## config.mk

```make
export PLATFORM = sky130hd
export DESIGN_NAME = imem_fetch_ctrl
export DESIGN_NICKNAME = d
export VERILOG_FILES = /design/src/rtl/imem_ctrl_pkg.sv /design/src/rtl/imem_fetch_ctrl_fetch_queue.sv /design/src/rtl/imem_fetch_ctrl.sv
export SDC_FILE = /design/constraint.sdc
export NUM_CORES = 1
export LEC_CHECK = 0
export ABC_AREA = 1
export BUFFER_PORTS_ARGS = -buffer_cell sky130_fd_sc_hd__buf_4
export CORE_MARGIN = 2
export CORE_UTILIZATION = 55
export CTS_CLUSTER_DIAMETER = 200
export DETAILED_ROUTE_END_ITERATION = 12
export GPL_TIMING_DRIVEN = 1
export PLACE_DENSITY_LB_ADDON = 0.05
export SLEW_MARGIN = 0
export SYNTH_ARGS = -nofsm -noshare
export SYNTH_HDL_FRONTEND = slang
export SYNTH_SLANG_ARGS = --single-unit
```

## constraint.sdc

```tcl
create_clock -name clk -period 5.45 [get_ports clk]
set_input_delay 0.545 -clock clk [delete_from_list [all_inputs] [get_ports clk]]
set_output_delay 0.545 -clock clk [all_outputs]
set_load 0.1 [all_outputs]
```

## src/rtl/imem_ctrl_pkg.sv

```systemverilog
`default_nettype none
// ============================================================================
// Module      : imem_ctrl_pkg
// Description : Shared types and constants for the instruction-fetch
//               controller: FSM state encoding, fetch-queue entry layout,
//               instruction width and the ebreak opcode that halts fetch.
// Revision    : 1.0 - initial release
// ============================================================================
package imem_ctrl_pkg;

  localparam int INSTR_W = 32;

  // ebreak: fetching this word stops the controller
  localparam logic [INSTR_W-1:0] EBREAK_INSTR = 32'h0010_0073;

  typedef enum logic [1:0] {
    ST_IDLE = 2'd0,
    ST_LOAD = 2'd1,
    ST_RUN  = 2'd2,
    ST_HALT = 2'd3
  } state_t;

  typedef struct packed {
    logic [31:0]        pc;
    logic [INSTR_W-1:0] instr;
  } fq_entry_t;

endpackage
`default_nettype wire

```

## src/rtl/imem_fetch_ctrl_fetch_queue.sv

```systemverilog
`default_nettype none
// ============================================================================
// Module      : fetch_queue
// Description : Shift-register FIFO of {pc, instr} entries. Entry 0 is the
//               head, so the head outputs come straight from flops and read
//               as zero whenever the queue is empty.
// Ports       : clk, rst        - clock, async active-high reset
//               flush           - drop all entries (wins over push/pop)
//               push/push_entry - enqueue (accepted if not full or popping)
//               pop             - dequeue head (ignored when empty)
//               head            - current head entry (0 when empty)
//               count           - number of valid entries
// Revision    : 1.0 - initial release
// ============================================================================
module fetch_queue
  import imem_ctrl_pkg::*;
#(
  parameter int DEPTH = 2,
  parameter int CNT_W = $clog2(DEPTH + 1)
) (
  input  logic             clk,
  input  logic             rst,
  input  logic             flush,
  input  logic             push,
  input  fq_entry_t        push_entry,
  input  logic             pop,
  output fq_entry_t        head,
  output logic [CNT_W-1:0] count
);

  fq_entry_t [DEPTH-1:0] ent;
  fq_entry_t [DEPTH-1:0] ent_shifted;
  logic [CNT_W-1:0]      cnt;
  logic                  pop_ok;
  logic                  push_ok;
  logic [CNT_W-1:0]      wr_idx;

  // Shifting down one entry fills the top slot with zeros, which keeps
  // unused slots (and therefore an empty head) at zero.
  assign ent_shifted = ent >> $bits(fq_entry_t);

  assign pop_ok  = pop & (cnt != '0);
  assign push_ok = push & ((cnt != CNT_W'(DEPTH)) | pop_ok);
  // A simultaneous pop moves every entry down, so the write lands one lower.
  assign wr_idx  = cnt - CNT_W'(pop_ok);

  always_ff @(posedge clk or posedge rst) begin
    if (rst) begin
      ent <= '0;
      cnt <= '0;
    end else if (flush) begin
      ent <= '0;
      cnt <= '0;
    end else begin
      if (pop_ok) begin
        ent <= ent_shifted;
      end
      for (int i = 0; i < DEPTH; i++) begin
        if (push_ok && (wr_idx == CNT_W'(i))) begin
          ent[i] <= push_entry;
        end
      end
      cnt <= cnt + CNT_W'(push_ok) - CNT_W'(pop_ok);
    end
  end

  assign head  = ent[0];
  assign count = cnt;

endmodule
`default_nettype wire

```

## src/rtl/imem_fetch_ctrl.sv

```systemverilog
`default_nettype none
// ============================================================================
// Module      : imem_fetch_ctrl
// Description : Instruction-fetch controller. Owns the PC, fetches one word
//               per cycle into a small fetch queue feeding ID, handles
//               redirects and halts after fetching ebreak. Optionally lets a
//               boot loader write instruction memory before RUN.
// Config      : IMEM_LOADER_EN - when defined, adds the LOAD state, the ld_*
//               ports and the memory write mux. When undefined, IDLE goes
//               straight to RUN and imem_we/imem_wdata are tied to 0.
// Ports       : clk, rst (async active-high), start
//               imem_addr/imem_rdata/imem_we/imem_wdata - memory port
//               ld_valid/ld_addr/ld_data/ld_ready/ld_done - loader (optional)
//               redirect_valid/redirect_pc - flush and restart fetch
//               id_valid/id_ready/id_instr/id_pc - queue head to ID
//               halted, state - status
// Revision    : 1.0 - initial release
// ============================================================================
module imem_fetch_ctrl
  import imem_ctrl_pkg::*;
#(
  parameter logic [31:0] RESET_PC = 32'h0000_0000,
  parameter int          FQ_DEPTH = 2              // legal: 2 or 4
) (
  input  logic               clk,
  input  logic               rst,
  input  logic               start,
  output logic [31:0]        imem_addr,
  input  logic [INSTR_W-1:0] imem_rdata,
  output logic               imem_we,
  output logic [INSTR_W-1:0] imem_wdata,
`ifdef IMEM_LOADER_EN
  input  logic               ld_valid,
  input  logic [31:0]        ld_addr,
  input  logic [INSTR_W-1:0] ld_data,
  output logic               ld_ready,
  input  logic               ld_done,
`endif
  input  logic               redirect_valid,
  input  logic [31:0]        redirect_pc,
  output logic               id_valid,
  input  logic               id_ready,
  output logic [INSTR_W-1:0] id_instr,
  output logic [31:0]        id_pc,
  output logic               halted,
  output logic [1:0]         state
);

  localparam int CNT_W = $clog2(FQ_DEPTH + 1);

  state_t           st;
  logic [31:0]      pc;
  fq_entry_t        fq_head;
  fq_entry_t        fq_push_entry;
  logic [CNT_W-1:0] fq_count;
  logic             fq_full;
  logic             pop;
  logic             fetch;
  logic             flush;
  logic             unused_rpc_lsbs;

  assign unused_rpc_lsbs = ^redirect_pc[1:0];

  assign fq_full = (fq_count == CNT_W'(FQ_DEPTH));
  assign pop     = id_valid & id_ready;
  assign flush   = (st == ST_RUN) & redirect_valid;
  // A full queue can still take a word when its head leaves this cycle.
  assign fetch   = (st == ST_RUN) & ~redirect_valid & (~fq_full | pop);

  assign fq_push_entry = '{pc: pc, instr: imem_rdata};

  fetch_queue #(
    .DEPTH (FQ_DEPTH),
    .CNT_W (CNT_W)
  ) u_fetch_queue (
    .clk        (clk),
    .rst        (rst),
    .flush      (flush),
    .push       (fetch),
    .push_entry (fq_push_entry),
    .pop        (pop),
    .head       (fq_head),
    .count      (fq_count)
  );

  assign id_valid = (fq_count != '0);
  assign id_instr = fq_head.instr;
  assign id_pc    = fq_head.pc;
  assign state    = st;

  // Memory port mux: the loader owns the port only while in LOAD.
  always_comb begin
    imem_addr  = pc;
    imem_we    = 1'b0;
    imem_wdata = '0;
`ifdef IMEM_LOADER_EN
    if (st == ST_LOAD) begin
      imem_addr  = ld_addr;
      imem_we    = ld_valid;
      imem_wdata = ld_data;
    end
`endif
  end

  always_ff @(posedge clk or posedge rst) begin
    if (rst) begin
      st     <= ST_IDLE;
      pc     <= RESET_PC;
      halted <= 1'b0;
`ifdef IMEM_LOADER_EN
      ld_ready <= 1'b0;
`endif
    end else begin
      case (st)
        ST_IDLE: begin
          if (start) begin
`ifdef IMEM_LOADER_EN
            st       <= ST_LOAD;
            ld_ready <= 1'b1;
`else
            st       <= ST_RUN;
`endif
            pc <= RESET_PC;
          end
        end
`ifdef IMEM_LOADER_EN
        ST_LOAD: begin
          if (ld_done) begin
            st       <= ST_RUN;
            ld_ready <= 1'b0;
            pc       <= RESET_PC;
          end
        end
`endif
        ST_RUN: begin
          if (redirect_valid) begin
            pc <= {redirect_pc[31:2], 2'b00};
          end else if (fetch) begin
            pc <= pc + 32'd4;
            // ebreak is still pushed to the queue; fetching stops after it
            if (imem_rdata == EBREAK_INSTR) begin
              st     <= ST_HALT;
              halted <= 1'b1;
            end
          end
        end
        ST_HALT: begin
          st <= ST_HALT;
        end
        default: begin
          st <= ST_IDLE;
        end
      endcase
    end
  end

endmodule
`default_nettype wire

```

==> summary.txt, run 1 <==
Status
  • Status: finished clean

Synth
  • Post-synth EDFFs: 0
  • Mapped cell area: ~0.0087 sq mm
  • Synthesis warning total: 0
  • Syn avg cell area: roughly 7.5 sq um
  • Cell accounting for the most synthesized area: dfrtp_1
  • Cell with the most instances after synthesis: nand2_1
  • Synth top area cells: dfrtp_1, nand2_1, buf_4
  • Asr flop ratio synth: 100%
  • Top cells by count, synth: nand2_1, dfrtp_1, o21ai_0
  • Main synth FF type: dfrtp_1
  • Seq/Total Area, Yosys: 46.0%
  • Gate Count Post-Synth: 1,159
  • Synthesis-stage register bit count: 161
  • Yosys cell types: 31
  • Share of the synthesized area in the top cell type: a little under half

Layout
  • Nets@finish: 1,298
  • Layout fillers: around 1.5k
  • Ant. Diodes: 0
  • Area Overhead vs Synth: 14.4%
  • Final Util: 63.7%
  • Layout cell share with drive strength beyond 1: 17.5%

Timing
  • Setup TNS: 0 ns
  • Setup violations, final: 0
  • Worst Max-Slew Pin Slew: 1.10 ns
  • Final min period: 3.01 ns
  • Peak Freq: ~330 MHz
  • Final Max Tran Viols: 0
  • Crit share post-route: 55.2%
  • RSZ-0062 raised after global routing: no
  • Hold WS: ~0.12 ns
  • Setup ws final: 2.44 ns
  • Final Hold Viols: 0
  • Rel. slew slack: 26.4%
  • Worst Skew: 0.00564 ns

Drt
  • Antenna viol nets, final: 0
  • Vias per inst: around 5.1
  • Total number of vias: 7,389
  • Detailed Routing Iterations Pass 1: 5
  • DRC Markers: 0
  • Detailed Route WL: 20,500 um
  • Initial DRC count: 549
  • Routed len/inst: 14.1 um

Clock tree
  • CTS tree: yes
  • Clk slew on worst S/H paths: 0.06 ns
  • Latest clock arrival within the worst-skew pair: 0.42 ns
  • Postcts setup bufs: 0
  • CTS Buf Count: 17
  • Post-CTS sizing: 0
  • # H-tree levels: 4
  • Clock Path Buffers: 2
  • Post-CTS Hold Fix Bufs: 0
  • Root Buffer: clkbuf_16
  • Clk sinks: 161

Power and ir drop
  • Leak Pwr: 5.07 nW
  • Power Total: 2.90 mW
  • Max VDD drop: 0.209 mV
  • Power per cell area: 290 mW/mm^2

Worst setup path
  • Reg2reg start: state[0]
  • Crit Path Category: reg -> reg
  • Crit-path cells: inv_2 > nand2_1 > nor2_4 > nand2_1 > inv_2 > nand2_4 > and2_4 > nor2_8 > nand2_1 > nand2_1
  • Critical path endpoint category: flip-flop
  • Crit path buf inv count: 2
  • CP max-delay cell: nor2_8
  • CP startpoint kind: flip-flop
  • Top cell family by delay on the critical path: simple AND/OR/NAND/NOR gates
  • Worst Setup SP: state[0]
  • Top cell by count, worst path: nand2_1
  • CP max FO: 65
  • Req. time, crit path: 5.80 ns
  • CP max stage delay: 0.79 ns
  • CP arrival: 3.37 ns

Global routing
  • Vias in the first global route: 6,524
  • Total track usage: around a quarter
  • Global-route wire length before repair: 33,000 um
  • Grt ovf: 0
  • Initial antenna violation count: 0
  • Largest net degree at the start of global routing: 126

Placed design
  • Hpwl dp: roughly 13,000 um
  • DP Worst Slack: 2.30 ns
  • Number of port buffers: between 150 and 200
  • Routability cong.: 0.860

Floorplan
  • Die width: 130 um
  • I/O Pins: 202
  • Vert. Die Dim: around 130 um
  • Core ar.: 0.0157 sq mm
  • Initial cell density of the core: 55.7%
  • Total Die Area: 0.0169 sq mm
  • Num rows: 46

Job
  • Max-cap viol count: 0

Hold path
  • Min-delay worst type: in -> async
[power by group]
group / switching (mW) / internal [mW]
registers: 0.00538 / 1.20
clock network: 0.495 / 0.758
logic: 0.367 / 0.0761
[per-stage QoR]
stage               instance area (sq um)  cells
floorplan                            8880   1193
global placement                     9390   1423
detailed placement                   9390   1423
CTS                                 10000   1455
global route                        10000   1455
finish                              10000   1455
[sequential cells by signal (all words and copies together), names as in the netlist]
register	cells
u_fetch_queue.ent	63
u_fetch_queue.head	63
halted	1
state	2
imem_addr	30
u_fetch_queue.count	2
[final timing paths]
kind	endpoint	slack [ns]	cells after the start
worst min-delay path	u_fetch_queue.head[25]	0.12	2
worst max register to register	u_fetch_queue.head[20]	2.44	10
min in group clk	imem_addr[6]	0.38	3
worst min register to register	halted	0.48	2
worst max-delay path	u_fetch_queue.head[20]	2.44	10
max in group asynchronous	u_fetch_queue.ent[124]	4.11	3
[worst register-to-register path, delay by kind of cell (launching register included)]
family                 cells  cell delay [ns]
flip-flops                 1             0.41
AND/OR/NAND/NOR            8             2.29
buffers and inverters      2             0.24
[kinds of logic after synthesis]
| family | after synthesis | share of synthesized area (%) |
|---|---|---|
| adder cells (fa/ha/maj) | 3 | 0.429 |
| other | 1 | 0.0429 |
| AO/OA/AOI/OAI | 210 | 12.3 |
| buffers and inverters | 244 | 15.7 |
| XOR/XNOR | 1 | 0.100 |
| flip-flops | 161 | 46.0 |
| AND/OR/NAND/NOR | 539 | 25.4 |
[cell type report]
type                       count  area [sq um]  area share, %
multi-input combinational    788          3480           34.8
inverter                      89           339           3.39
sequential                   161          4030           40.2
tap                          216           270           2.70
clock buffer                  20           467           4.66
timing repair buffer         169          1270           12.7
clock inverter                12           158           1.57
[placed cells by master (no fill, tap or decap), types with 17 or more instances in the layout]
cell type	netlist	final
inv_1	84	83
dfrtp_1	161	161
conb_1	1	35
clkbuf_16	0	17
nor2_1	70	70
nand3_1	98	98
o21ai_0	150	150
nand2_1	353	353
buf_4	101	169
a21oi_1	50	50
[metal layers]
metal  up-vias  share of wire [%]  wire length (um)  GRT usage (%)
li1       3712                  -                 -              -
met1      3445                 48              9760           35.9
met2       213                 46              9390           38.6
met3        19                5.6              1160           5.17
met4         0                1.1               234           5.88
met5         -                  0                 0              0
(Power assumes the default switching activity.)
==> inputs of run 2 (changes only) <==
- ABC_AREA: 1 -> 0
- clock period: 5.45 -> 2.8 ns (I/O delays scaled with it)
==> summary.txt, run 2 <==
Status
  • Status: finished clean

Clock tree
  • Postcts setup bufs: 0
  • Root Buffer: clkbuf_16
  • # H-tree levels: 4
  • Clk sinks: 161
  • Post-CTS Hold Fix Bufs: 0
  • Clock Path Buffers: 2
  • CTS Buf Count: 17
  • CTS tree: yes
  • Clk slew on worst S/H paths: 0.06 ns
  • Latest clock arrival within the worst-skew pair: roughly 0.42 ns
  • Post-CTS sizing: 0

Placed design
  • Dpl cells: 1,272
  • Number of port buffers: 164
  • Hpwl dp: 14,000 um
  • Routability cong.: 0.823
  • Placed Area: 0.00972 sq mm

Power and ir drop
  • Net Switching: 6.94 mW
  • P_int: 6.23 mW
  • Max VDD drop: 0.752 mV
  • Sw Share: 52.7%
  • Power per cell area: 1270 mW/mm^2
  • Part of the power in registers: a little over a quarter
  • Leak Pwr: 4.55 nW
  • Clock network power share: a little under 20%
  • Comb power frac: 53.1%

Timing
  • Crit share post-route: 84.0%
  • Final min period: ~2.4 ns
  • Worst Max-Slew Pin Slew: 0.879 ns
  • Worst Skew: 0.00728 ns
  • Rel. slew slack: 41.2%
  • Setup violations, final: 0
  • RSZ-0062 raised after global routing: no
  • Peak Freq: about 430 MHz
  • Final Hold Viols: 0
  • Final Max Tran Viols: 0
  • Setup TNS: 0 ns

Layout
  • Layout fillers: 1,348
  • Commonest non-fill, non-tap cells in the layout: nand2_1, buf_4, dfrtp_1
  • Ant. Diodes: 0
  • Most common cell after layout, fill and taps aside: nand2_1
  • Layout cell share with drive strength beyond 1: 26.6%
  • Area of the multi-input gates: ~0.0038 sq mm
  • Nets@finish: 1,147
  • Sequential Area: just over 0.004 sq mm
  • Final Util: 65.7%
  • Final std cell area, no fill: 0.0104 sq mm
  • Area Overhead vs Synth: 17.4%
  • Finished Layout Cells: 1,304

Worst setup path
  • Worst R2R Path Depth: 9
  • Req. time, crit path: ~3.1 ns
  • Crit Path Category: reg -> reg
  • Critical path endpoint category: flip-flop
  • RR Endpoint: u_fetch_queue.head[37]
  • CP max FO: between 60 and 70
  • CP arrival: 2.63 ns
  • R2R Setup Slk: 0.45 ns
  • CP startpoint kind: flip-flop
  • Reg2reg start: u_fetch_queue.count[1]

Global routing
  • Vias in the first global route: 6,594
  • Initial antenna violation count: 0
  • Global-route wire length before repair: approximately 34,000 um
  • Grt ovf: 0
  • Total track usage: 25.3%
  • Largest net degree at the start of global routing: 64

Floorplan
  • Initial cell density of the core: 56.0%
  • Die width: between 100 and 150 um
  • Num rows: between 40 and 50
  • Vert. Die Dim: between 100 and 150 um
  • Core ar.: 0.0158 sq mm
  • Total Die Area: ~0.017 sq mm
  • I/O Pins: 202

Synth
  • Synthesis-stage register bit count: 161
  • Seq/Total Area, Yosys: 45.6%
  • Syn avg cell area: 8.80 sq um
  • Post-synth EDFFs: 0
  • Top cells by count, synth: nand2_1, dfrtp_1, o21ai_0
  • Gate Count Post-Synth: 1,004
  • Synth top area cells: dfrtp_1, nand2_1, a311oi_2
  • Synthesis warning total: 0
  • Yosys cell types: 58
  • Main synth FF type: dfrtp_1
  • Asr flop ratio synth: 100%
  • Cell accounting for the most synthesized area: dfrtp_1
  • Mapped cell area: 0.00883 sq mm
  • Cell with the most instances after synthesis: nand2_1
  • Share of the synthesized area in the top cell type: 45.6%

Drt
  • Vias per inst: 5.51
  • Detailed Route WL: 21,000 um
  • DRC Markers: 0
  • Routed len/inst: between 15 and 20 um
  • Initial DRC count: 557
  • Total number of vias: 7,181
  • Detailed Routing Iterations Pass 1: 5
  • Antenna viol nets, final: 0

Hold path
  • Min-delay worst type: in -> async

Job
  • Max-cap viol count: 0
## run 2: critical path, cell delays in order, from the launching register on
cell and delay [ns]:
dfrtp_1 0.41, or2_4 0.26, nand2_2 0.08, inv_2 0.04, ha_1 0.32, inv_1 0.08, or3_4 0.51, buf_12 0.26
nor2_1 0.16, a311oi_2 0.06
## run 2: area by class of cell
type / count / share of cell area [%]
timing repair buffer: 193 / 14.9
multi-input combinational: 689 / 36.8
tap: 216 / 2.61
clock inverter: 13 / 2.00
clock buffer: 19 / 4.27
sequential: 161 / 38.9
inverter: 13 / 0.507
## run 2: routing by layer
| layer | global-route usage (%) | routed length, um | vias up |
|---|---|---|---|
| met2 | 39.7 | 9750 | 249 |
| met4 | 7.07 | 280 | 0 |
| met3 | 4.19 | 1090 | 19 |
| met1 | 36.4 | 9920 | 3439 |
| met5 | 0 | 0 | - |
| li1 | - | - | 3474 |
## run 2: worst max-delay path by stage
stage          slack [ns]                    from                     end
6_report             0.45  u_fetch_queue.count[1]  u_fetch_queue.head[37]
5_1_grt              0.31  u_fetch_queue.count[1]  u_fetch_queue.head[41]
4_1_cts              0.44  u_fetch_queue.count[1]  u_fetch_queue.head[49]
3_5_place_dp         0.46  u_fetch_queue.count[1]  u_fetch_queue.head[49]
3_3_place_gp         0.50  u_fetch_queue.count[1]  u_fetch_queue.head[44]
2_1_floorplan        0.05  u_fetch_queue.count[1]  u_fetch_queue.head[37]
## run 2: cells by family after synthesis
kind of cell | Yosys count | share of synthesized area (%)
adder cells (fa/ha/maj) | 3 | 0.425
flip-flops | 161 | 45.6
multiplexers | 1 | 0.113
XOR/XNOR | 2 | 0.198
AND/OR/NAND/NOR | 423 | 20.3
AO/OA/AOI/OAI | 225 | 20.3
buffers and inverters | 188 | 12.9
other | 1 | 0.0425
## run 2: through the flow
step	power (mW)	setup WS [ns]	hold WS (ns)
final	13.2	0.447	0.0429
after global routing	13.8	0.314	0.0757
after CTS	13.2	0.440	0.0591
after detailed placement	10.7	0.455	0.489
after global placement	10.6	0.504	0.485
after floorplan	9.82	0.0461	0.396
## run 2: power by group through the flow
| stage | Sequential, mW | Combinational [mW] | Clock, mW |
|---|---|---|---|
| after floorplan | 3.93 | 5.89 | 0 |
| after CTS | 3.60 | 7.04 | 2.60 |
| after global placement | 3.62 | 6.94 | 0 |
| after detailed placement | 3.64 | 7.02 | 0 |
| final | 3.61 | 7.00 | 2.57 |
| after global routing | 3.71 | 7.38 | 2.69 |
==> inputs of run 3 (changes only) <==
- clock period: 2.8 -> 2.28 ns (I/O delays scaled with it)
==> summary.txt, run 3 (synthesis results as in run 2) <==
Placed design
  • Routability cong.: 0.799
  • Hpwl dp: 13,900 um
  • Number of port buffers: around 160
  • Dpl cells: roughly 1.3k
  • DP Worst Slack: around 0.11 ns
  • Placed Area: around 0.0098 sq mm

Power and ir drop
  • P_int: 7.31 mW
  • Part of the power in registers: 28.0%
  • Max VDD drop: 0.880 mV
  • Sw Share: 54.1%
  • Clock network power share: 16.4%
  • Power per cell area: roughly 1500 mW/mm^2
  • Net Switching: 8.63 mW
  • Power Total: between 15 and 20 mW
  • Leak Pwr: 4.53 nW
  • Comb power frac: 55.6%

Clock tree
  • Latest clock arrival within the worst-skew pair: 0.43 ns
  • Root Buffer: clkbuf_16
  • Clock Path Buffers: 2
  • CTS Buf Count: 17
  • CTS tree: yes
  • Clk slew on worst S/H paths: 0.07 ns
  • Clk sinks: ~160
  • Postcts setup bufs: 0
  • # H-tree levels: 4

Drt
  • Initial DRC count: between 700 and 800
  • Routed len/inst: approximately 17 um
  • Antenna viol nets, final: 0
  • DRC Markers: 0
  • Detailed Routing Iterations Pass 1: 5
  • Detailed Route WL: between 20,000 and 25,000 um
  • Vias per inst: 5.58
  • Total number of vias: 7,293

Worst setup path
  • CP max FO: 32
  • Req. time, crit path: 2.59 ns
  • Crit Path Category: reg -> reg
  • CP startpoint kind: flip-flop
  • Critical path endpoint category: flip-flop
  • CP arrival: 2.51 ns

Layout
  • Finished Layout Cells: roughly 1.3k
  • Commonest non-fill, non-tap cells in the layout: nand2_1, buf_4, dfrtp_1
  • Most common cell after layout, fill and taps aside: nand2_1
  • Layout fillers: 1,347
  • Ant. Diodes: 0
  • Layout cell share with drive strength beyond 1: 29.2%
  • Nets@finish: ~1.1k
  • Area Overhead vs Synth: 17.5%
  • Final std cell area, no fill: 0.0104 sq mm

Timing
  • Setup ws final: 0.0827 ns
  • Peak Freq: approximately 460 MHz
  • Worst Max-Slew Pin Slew: 0.754 ns
  • Crit share post-route: 96.4%
  • RSZ-0062 raised after global routing: yes
  • Final min period: 2.20 ns
  • Final Hold Viols: 0
  • Final Max Tran Viols: 0
  • Worst Skew: 0.0102 ns
  • Rel. slew slack: 49.8%
  • Setup violations, final: 0

Hold path
  • Min-delay worst type: in -> reg

Global routing
  • Largest net degree at the start of global routing: roughly 130
  • Grt ovf: 0
  • Total track usage: 25.0%
  • Global-route wire length before repair: 33,700 um
  • Initial antenna violation count: 0
  • Vias in the first global route: ~6.6k

Floorplan
  • Num rows: 46
  • Total Die Area: ~0.017 sq mm
  • Vert. Die Dim: 131 um
  • Initial cell density of the core: 56.0%
  • Die width: about 130 um
  • Core ar.: 0.0158 sq mm
  • I/O Pins: 202

Status
  • Status: finished clean

Job
  • Max-cap viol count: 0
## run 3: area by class of cell
class                   instances  area (sq um)  share of cell area [%]
inverters                      13          55.1                   0.530
flip-flops and latches        161          4060                    39.1
repair buffers                195          1620                    15.6
well taps                     216           270                    2.60
clock inverters                10          62.6                   0.602
clock buffers                  22           474                    4.57
multi-input cells             689          3840                    37.0
## run 3: power groups by stage
stage	Sequential [mW]	Combinational, mW	Clock (mW)
6_report	4.46	8.86	2.62
5_1_grt	4.58	9.32	2.77
4_1_cts	4.46	8.69	2.65
3_5_place_dp	4.50	8.66	0
3_3_place_gp	4.46	8.58	0
2_1_floorplan	4.84	7.50	0
## run 3: worst max-delay path, cell delays in order, from the launching register on
cell and delay (ns):
dfrtp_1 0.40, or2_4 0.25, nand2_4 0.07, inv_4 0.04, ha_4 0.15, xor2_2 0.21, or3_4 0.45, clkbuf_16 0.26
a311oi_1 0.26
## run 3: per-stage QoR
| stage | hold WS, ns | util, % | setup TNS [ns] |
|---|---|---|---|
| 2_1_floorplan | 0.344 | - | -20.15 |
| 3_3_place_gp | 0.125 | 62.0 | 0 |
| 3_5_place_dp | 0.125 | 62.0 | 0 |
| 4_1_cts | 0.00212 | 65.4 | 0 |
| 5_1_grt | 0.0235 | 65.8 | -0.0163 |
| 6_report | 0.0150 | 65.8 | 0 |
## run 3: worst paths after layout
path                                        start                     end  slack, ns  cells past startpoint
min reg2reg                 u_fetch_queue.ent[97]   u_fetch_queue.ent[97]       0.50                      2
max                        u_fetch_queue.count[0]  u_fetch_queue.head[51]       0.08                      8
min                               redirect_pc[24]           imem_addr[24]       0.01                      3
max in group asynchronous                     rst           imem_addr[10]       1.06                      4
max reg2reg                u_fetch_queue.count[0]  u_fetch_queue.head[51]       0.08                      8
min in group asynchronous                     rst  u_fetch_queue.head[26]       0.25                      3
## run 3: timing repair
item                                    CTS  global route
endpoints found under the setup margin    0            13
endpoints found under the hold margin    31             0
resized for setup                         0             2
hold buffers                              1             0
## run 3: metal layers
| metal | up-vias | global-route usage [%] | part of all wire, % |
|---|---|---|---|
| met3 | 23 | 3.83 | 5.1 |
| met2 | 235 | 38.8 | 48 |
| met1 | 3568 | 36.7 | 46 |
| met5 | - | 0 | 0 |
| li1 | 3467 | - | - |
| met4 | 0 | 6.95 | 1.0 |
